## src/rtl/xnor_sweep_tester.sv

```systemverilog
// Clocked exhaustive stimulus/checker for a 3-input XNOR circuit: sweeps {a,b,c}
// through 000..111, samples f once per vector and reports pass, error count and first failure.
module xnor_sweep_tester #(
    parameter int DWELL  = 4,   // cycles per vector, 2..255
    parameter int SETTLE = 1    // sample offset within the dwell, 1..DWELL-1
) (
    input  logic       clk,
    input  logic       reset,
    input  logic       start,
    output logic       a,
    output logic       b,
    output logic       c,
    input  logic       f,
    output logic       busy,
    output logic       done,
    output logic       pass,
    output logic [3:0] err_count,
    output logic       fail_valid,
    output logic [2:0] first_fail
);

    typedef enum logic [1:0] {
        IDLE,
        RUN,
        FINISH
    } state_t;

    state_t     state;
    state_t     state_next;
    logic [2:0] vec;
    logic [7:0] dwell;
    logic       sample;
    logic       last_dwell;
    logic       mismatch;
    logic [3:0] err_next;

    assign {a, b, c}  = vec;
    assign sample     = (state == RUN) && (dwell == 8'(SETTLE));
    assign last_dwell = (dwell == 8'(DWELL - 1));
    assign mismatch   = sample && (f != ~(^vec));
    assign err_next   = err_count + 4'(mismatch);

    // NOTE: sequential state uses non-blocking assignments so every register samples pre-edge values.
    always_ff @(posedge clk or posedge reset) begin
        if (reset) state <= IDLE;
        else       state <= state_next;
    end

    // NOTE: next-state is defaulted first so no path through the case can infer a latch.
    always_comb begin
        state_next = state;
        case (state)
            IDLE:    if (start) state_next = RUN;
            RUN:     if (last_dwell && vec == 3'd7) state_next = FINISH;
            FINISH:  state_next = IDLE;
            default: state_next = IDLE;
        endcase
    end

    always_ff @(posedge clk or posedge reset) begin
        if (reset) begin
            vec        <= '0;
            dwell      <= '0;
            busy       <= 1'b0;
            done       <= 1'b0;
            pass       <= 1'b0;
            err_count  <= '0;
            fail_valid <= 1'b0;
            first_fail <= '0;
        end else begin
            busy <= (state_next != IDLE);
            done <= (state_next == FINISH);
            case (state)
                IDLE: begin
                    if (start) begin
                        vec        <= '0;
                        dwell      <= '0;
                        pass       <= 1'b0;
                        err_count  <= '0;
                        fail_valid <= 1'b0;
                        first_fail <= '0;
                    end
                end
                RUN: begin
                    dwell <= dwell + 8'd1;
                    if (mismatch) begin
                        err_count <= err_next;
                        if (!fail_valid) begin
                            first_fail <= vec;
                            fail_valid <= 1'b1;
                        end
                    end
                    if (last_dwell) begin
                        dwell <= '0;
                        if (vec == 3'd7) begin
                            vec  <= '0;
                            // Latched on FINISH entry from err_next so pass is already valid alongside done.
                            pass <= (err_next == 4'd0);
                        end else begin
                            vec <= vec + 3'd1;
                        end
                    end
                end
                default: ;
            endcase
        end
    end

endmodule

```

## config.mk

```make
export PLATFORM = sky130hd
export DESIGN_NAME = xnor_sweep_tester
export DESIGN_NICKNAME = d
export VERILOG_FILES = /design/src/rtl/xnor_sweep_tester.sv
export SDC_FILE = /design/constraint.sdc
export NUM_CORES = 1
export LEC_CHECK = 0
export CORE_MARGIN = 8
export CORE_UTILIZATION = 51
export DETAILED_ROUTE_END_ITERATION = 10
export GPL_TIMING_DRIVEN = 0
export PLACE_DENSITY = 0.75
export SYNTH_ARGS = -nofsm -noshare
export SYNTH_HDL_FRONTEND = slang
export SYNTH_SLANG_ARGS = --single-unit
```

## constraint.sdc

```tcl
create_clock -name clk -period 4.8 [get_ports clk]
set_input_delay 1.44 -clock clk [delete_from_list [all_inputs] [get_ports clk]]
set_output_delay 1.44 -clock clk [all_outputs]
set_load 0.02 [all_outputs]
```

# ---- After elaboration in Yosys (flattened, before gate mapping)
# Cells that the tools add are included.
dict set report op_classes {
  bitwise 1
  n_shift 0
  n_mul 0
  n_div 0
  n_eq_ne 11
  n_reduce_logical 13
  add_sub_neg 3
  order_cmp 0
  mux 22
}
# cell n
set op_table {}
lappend op_table {{$mux 8} 2}
lappend op_table {{$pmux 8 s2} 1}
lappend op_table {{$mux 3} 5}
lappend op_table {{$pmux 3 s2} 2}
lappend op_table {{$add 8x1->8 const B} 1}
lappend op_table {{$eq 8x1->1 const B} 1}
lappend op_table {{$eq 8x2->1 const B} 1}
lappend op_table {{$mux 4} 2}
lappend op_table {{$ne 2x2->1 const B} 4}
lappend op_table {{$pmux 4 s2} 1}
lappend op_table {{$reduce_and 4->1} 2}
lappend op_table {{$reduce_and 3->1} 2}
lappend op_table {{$add 4x1->4} 1}
lappend op_table {{$logic_not 4->1} 1}
lappend op_table {{$mux 1} 4}
lappend op_table {{$mux 2} 2}
lappend op_table {{$pmux 1 s2} 2}
lappend op_table {{$pmux 2 s2} 1}
lappend op_table {{$reduce_bool 2->1} 2}
lappend op_table {{$add 3x1->3 const B} 1}
lappend op_table {{$eq 3x3->1 const B} 1}
lappend op_table {{$logic_and 1x1->1} 3}
lappend op_table {{$reduce_xor 3->1} 1}
lappend op_table {{$eq 2x1->1 const B} 1}
lappend op_table {{6 further kinds} 6}
dict set report word_totals {
  memories 0
  elab_cells 59
  romBits 0
  mem_bits_rw 0
  output_inout_bits 14
  ff_bits 24
  in_bits 4
  latch_bits 0
}

# ---- Logic depth before layout (Yosys ltp)
# Gate-level depths: netlist (run 1).
dict set report logic_depth {
  ltp_word 9
  depth_mapped 9
  depth_no_buf 9
}

# ---- Least setup slack after synthesis (run 1)
# OpenSTA, ideal clock, no wires.
dict set report synth_timing {
  kind {in2reg}
  from {in f}
  to {reg pass}
  arrival_time_ns 2.774
  slack_ns 1.916
  n_path_buf 0
  cell_stages 7
  required_ns 4.690
  setup_ns 0.110
  path_cell_list {xnor3_1 > and3_1 > ha_1 > ha_1 > nor3_1 > nand3_1 > o41ai_1}
}
dict set report synth_between {
  elab_chain_cells 7
}
# item line_no
set synth_lines {}
lappend synth_lines {{start: declaration} 13} ;# input logic f,
lappend synth_lines {{$ne 1x1->1} 40} ;# assign mismatch = sample && (f != ~(^vec));
lappend synth_lines {{$logic_and 1x1->1} 40}
lappend synth_lines {{$add 4x1->4} 41} ;# assign err_next = err_count + 4'(mismatch);
lappend synth_lines {{$logic_not 4->1} 98} ;# pass <= (err_next == 4'd0);
lappend synth_lines {{$mux 1} 95} ;# if (vec == 3'd7) begin
lappend synth_lines {{$mux 1} 93} ;# if (last_dwell) begin
lappend synth_lines {{$pmux 1 s2} 73} ;# case (state)
lappend synth_lines {{end signal: assignment} 98}
lappend synth_lines {{end: declaration} 16} ;# output logic pass,
# No other way between the ends. The select of a mux whose other input is x is not followed.
# A chain may end at the register's enable or synchronous reset.

# ---- Worst setup path in the final report (run 1)
# Same ends and word-level chain as after synthesis.

==> out/metrics.cfg, run 1 <==
[setup_path]
cp-startpoint = f
reg2reg_setup_slack_ps = 2250
cp-end-kind = flop
crit_type = in2reg
cp.required_ps = 5010
cp_max_fo = 3
cp_data_arrival_time_ps = 3420
timing.rr.end = pass$_DFFE_PP0P_
r2r-start = vec[0]$_DFFE_PP0P_
critPathLaunchType = input pin
rr_worst_depth = 8

[cells_and_area]
fillers = 219
stdcell_count = 169
finalInstanceArea_mm2 = 0.00152
fin_nets = 151
syn_to_final_growth_pct = 17.9
n_antenna_cell = 0
drive_above_1_share_pct = 12.2

[timing]
setup_viol = 0
fin_setup_tns_ps = 0
skew_ps = 2.45
tightestPinTransition_ps = 883
fmax_mhz = 312
slew_headroom_pct = 41.1
hold_ws_ps = 532
rsz0062_at_grt = false
finalCriticalPeriod_ps = 3210
slew_violations = 0
finalCritPeriodShare_pct = 66.9
final-hold-violation-count = 0

[synth]
ys.flop_type = dfrtp_1
ys_seq_area_share_pct = 46.6
synth_top_area_share_pct = 46.6
synthCells = 119
synth_common_cells = dfrtp_1 (24), o21ai_0 (10), nand2_1 (8), nand3_1 (7), nor2_1 (7)
synth_area_leader_cell = dfrtp_1
ys_types = 38
yosys_warnings = 0
synth_most_common_cell = dfrtp_1
async_flop_share_pct = 100
syn_avg_cell_area_um2 = 10.8
ys_ff_latch = 24
syn_nets = 129
syn_area_mm2 = 0.00129
ys_top_cells_by_area = dfrtp_1 (47%), ha_1 (5.8%), o21ai_0 (3.9%), xor2_1 (3.4%), nand3_1 (2.7%)
synth-edff-count = 0

[die]
start_util_pct = 53.0
die_width_um = 66.3
coreArea_mm2 = 0.00243
die_area_mm2 = 0.00439
ioPinCount = 18
dieHeight_um = 66.3
std_cell_rows = 18

[grt]
grt_pass1_wl_mm = 4.65
grt_max_degree = 25
antenna_found_initial = 0
grt_use_total_pct = 13.4
grt_pass1_vias = 990
grt_overflow_total = 0

[detailed_routing]
dr.pass1.iters = 4
wirelength_mm = 2.77
wl_per_cell_um = 16.4
drtIter0Drc = 39
vias_per_cell = 5.89
drcViolationCount = 0
ant_nets = 0
vias = 996

[clock_tree]
cts.sinks = 24
cts_root_buffer = clkbuf_4
worstSkewPairLatency_ps = 310
h-tree-depth = 1
post_cts_resize_count = 0
clockBufferDepth = 2
cts_buffers = 3
clk_pin_slew_worst_paths_ps = 120
cts_tree = built
ctsHoldBuffers = 0
post_cts_buffers = 0

[place]
hpwl_mm = 2.14
dp.cells = 166
placed_area_mm2 = 0.00150
gp_congestion = 0.781
portBuffers = 17

[worst_hold_path]
hold_start = pass$_DFFE_PP0P_
hold_class = reg2reg
holdPathEnd = pass$_DFFE_PP0P_
hold_depth = 2

[power_and_ir_drop]
cellPowerDensity_mw_per_mm2 = 522
total_power_uw = 793
leakagePower_uw = 0.000718
ir_worst_vdd_v = 0.000423

[outcome]
outcome = finished clean

[job]
max_cap_violations = 0

[cell families (layout without fill, tap and decap cells)]
family	Yosys count	in the layout	synth area share (%)
compound gates	28	28	15.9
xor+xnor	7	7	5.83
fa+ha+maj	6	6	5.83
buf+inv	7	27	2.82
flops	24	24	46.6
mux	5	5	4.08
simple gates	42	42	18.9
[per-stage QoR]
step                      utilization [%]  setup slack, ps
final                                62.4             1590
after global routing                 62.4             1510
after CTS                            62.4             1600
after detailed placement             61.5             1260
after global placement               61.5             1260
after floorplan                         -             1920
[layout by cell type, fill, tap and decap left out, types with 3 or more instances in the layout]
master           count
dfrtp_1             24
nor2_1               7
mux2i_1              3
and3_1               5
clkdlybuf4s50_1     17
o21ai_0             10
a22oi_1              3
nand3_1              7
a31oi_1              3
clkbuf_4             3
nand2_1              8
inv_1                3
ha_1                 6
xor2_1               5
[how the worst max path moves through the flow]
stage | to | slack [ps] | cells past startpoint
4_1_cts | pass$_DFFE_PP0P_ | 1600 | 8
3_3_place_gp | pass$_DFFE_PP0P_ | 1260 | 8
2_1_floorplan | pass$_DFFE_PP0P_ | 1920 | 7
6_report | pass$_DFFE_PP0P_ | 1590 | 8
3_5_place_dp | pass$_DFFE_PP0P_ | 1260 | 8
5_1_grt | pass$_DFFE_PP0P_ | 1510 | 8
[area by class of cell]
cell class / count / area [µm²] / area share [%]
timing repair buffer: 17 / 170 / 11.2
clock buffer: 3 / 22.5 / 1.48
inverter: 4 / 15.0 / 0.988
sequential: 24 / 601 / 39.5
multi-input combinational: 88 / 652 / 42.9
tap: 30 / 37.5 / 2.47
buffer: 3 / 21.3 / 1.40
[layer usage]
layer	wire length, µm	global-route usage (%)
met1	1210	15.8
met5	0	0
met3	129	3.56
met2	1410	23.0
met4	19	4.27
[critical path, cell delays in order]
cell,delay (ps)
clkdlybuf4s50_1,460
xnor3_1,270
and3_1,200
ha_1,220
ha_1,300
nor3_1,180
nand3_1,110
o41ai_1,240
[report_power, final]
part | leakage, µW | switching [µW] | internal (µW) | total (µW)
Clock | 0.0000138 | 57.5 | 29.3 | 86.8
Sequential | 0.000300 | 78.5 | 267 | 346
Combinational | 0.000404 | 178 | 182 | 361
Total | 0.000718 | 314 | 479 | 793
[registers in the layout, summed over array words and instances, names as in the netlist]
name	flops
first_fail	3
busy	1
fail_valid	1
err_count	4
done	1
state	2
vec	3
pass	1
dwell	8
(Power assumes the default switching activity.)
==> run 2, diff against run 1 <==
Settings changed: CORE_UTILIZATION 51 to 48, PLACE_DENSITY 0.75 to 0.74.
Clock period 4.8 ns to 2.7 ns, I/O delays scaled along.
==> out/metrics.cfg, run 2 (synthesized netlist as in run 1, its figures left out) <==
[outcome]
outcome = finished clean

[grt]
grt_overflow_total = 0
grt_use_total_pct = 13.1
grt_pass1_wl_mm = 4.66
antenna_found_initial = 0
grt_pass1_vias = 964
grt_max_degree = 25

[timing]
finalCriticalPeriod_ps = 2530
finalCritPeriodShare_pct = 93.8
final-hold-violation-count = 0
tightestPinTransition_ps = 925
skew_ps = 5.12
slew_headroom_pct = 38.3
hold_ws_ps = 544
fin_setup_tns_ps = 0
slew_violations = 0
fmax_mhz = 395
setup_viol = 0
rsz0062_at_grt = false

[detailed_routing]
drtIter0Drc = 37
vias_per_cell = 5.87
ant_nets = 0
wirelength_mm = 2.77
drcViolationCount = 0
wl_per_cell_um = 16.3
vias = 998
dr.pass1.iters = 5

[job]
max_cap_violations = 0

[setup_path]
crit_type = in2reg
cp_data_arrival_time_ps = 2770
critPathLaunchType = input pin
cp_max_fo = 3
cp.required_ps = 2930
reg2reg_setup_slack_ps = 180
cp-end-kind = flop

[cells_and_area]
reg.largest.list = dwell x8, err_count x4
drive_above_1_share_pct = 13.6
largest_reg_flops = 8
fin_nets = 151
final_cell_mix = dfrtp_1 (24), clkdlybuf4s50_1 (17), o21ai_0 (10), nand2_1 (8)
layout_commonest_cell = dfrtp_1
n_antenna_cell = 0
syn_to_final_growth_pct = 19.5
final_core_util_pct = 61.1
stdcell_count = 170
regMostFlops = dwell

[power_and_ir_drop]
seqPwrFrac_pct = 42.3
ir_worst_vdd_v = 0.000637
p_sw_uw = 581
total_power_uw = 1470
clkPwrFrac_pct = 13.2
leakagePower_uw = 0.000729
netSwitchingFraction_pct = 39.7
p_int_uw = 885
cellPowerDensity_mw_per_mm2 = 952
pwr-share-comb_pct = 44.5

[clock_tree]
h-tree-depth = 1
cts_tree = built
clk_pin_slew_worst_paths_ps = 140
cts.sinks = 24
clockBufferDepth = 2
cts_buffers = 3
cts_root_buffer = clkbuf_4
post_cts_buffers = 0
worstSkewPairLatency_ps = 320

[place]
portBuffers = 17
gp_congestion = 0.806
dp.cells = 166
hpwl_mm = 2.00

[worst_hold_path]
hold_class = reg2reg

[die]
ioPinCount = 18
dieHeight_um = 67.8
std_cell_rows = 18
die_width_um = 67.8
start_util_pct = 51.1
coreArea_mm2 = 0.00252
die_area_mm2 = 0.00460

## run 2: changes by cell type in the layout (fill, tap and decap cells not counted)
cell / delta
clkbuf_8: +1
o41ai_1: -1
o41ai_2: +1
## run 2: repair_timing
item,4_1_cts,5_1_grt
endpoints found under the hold margin,0,0
setup endpoints to repair,0,1
hold buffers,0,0
resized for setup,0,1
## run 2: routing by layer
metal | global-route usage (%) | up-vias | share of wire, %
li1 | - | 486 | -
met1 | 16.7 | 482 | 46
met2 | 21.3 | 24 | 47
met3 | 4.08 | 6 | 6.0
met4 | 3.07 | 0 | 0.83
met5 | 0 | - | 0
## run 2: final timing paths
check,from,to,cells after the start
setup reg to reg,vec[0]$_DFFE_PP0P_,pass$_DFFE_PP0P_,8
hold reg to reg,pass$_DFFE_PP0P_,pass$_DFFE_PP0P_,2
min in group asynchronous,reset,busy$_DFF_PP0_,2
setup / recovery,f,pass$_DFFE_PP0P_,8
hold / removal,pass$_DFFE_PP0P_,pass$_DFFE_PP0P_,2
max in group asynchronous,reset,err_count[1]$_DFFE_PP0P_,2
## run 2: layout make-up
cell class / count / area [µm²]
clock buffer: 4 / 36.3
multi-input combinational: 88 / 659
fill: 214 / 982
buffer: 3 / 21.3
timing repair buffer: 17 / 170
sequential: 24 / 601
inverter: 4 / 15.0
tap: 30 / 37.5
## run 2: through the flow
stage          cell area (µm²)  setup WS (ps)
6_report                  1540            167
5_1_grt                   1540           37.3
4_1_cts                   1530            108
3_5_place_dp              1500           -227
3_3_place_gp              1500           -207
2_1_floorplan             1290            310
## run 2: power by group through the flow
stage | logic, µW | clock network (µW) | registers, µW
after CTS | 652 | 197 | 616
after global routing | 715 | 212 | 636
after detailed placement | 648 | 0 | 621
final | 652 | 194 | 620
after floorplan | 379 | 0 | 659
after global placement | 627 | 0 | 614
## run 2: worst max-delay path, stage by stage
cell and delay [ps]:
clkdlybuf4s50_1 460, xnor3_1 260, and3_1 190, ha_1 220, ha_1 310, nor3_1 190, nand3_1 110, o41ai_2 200
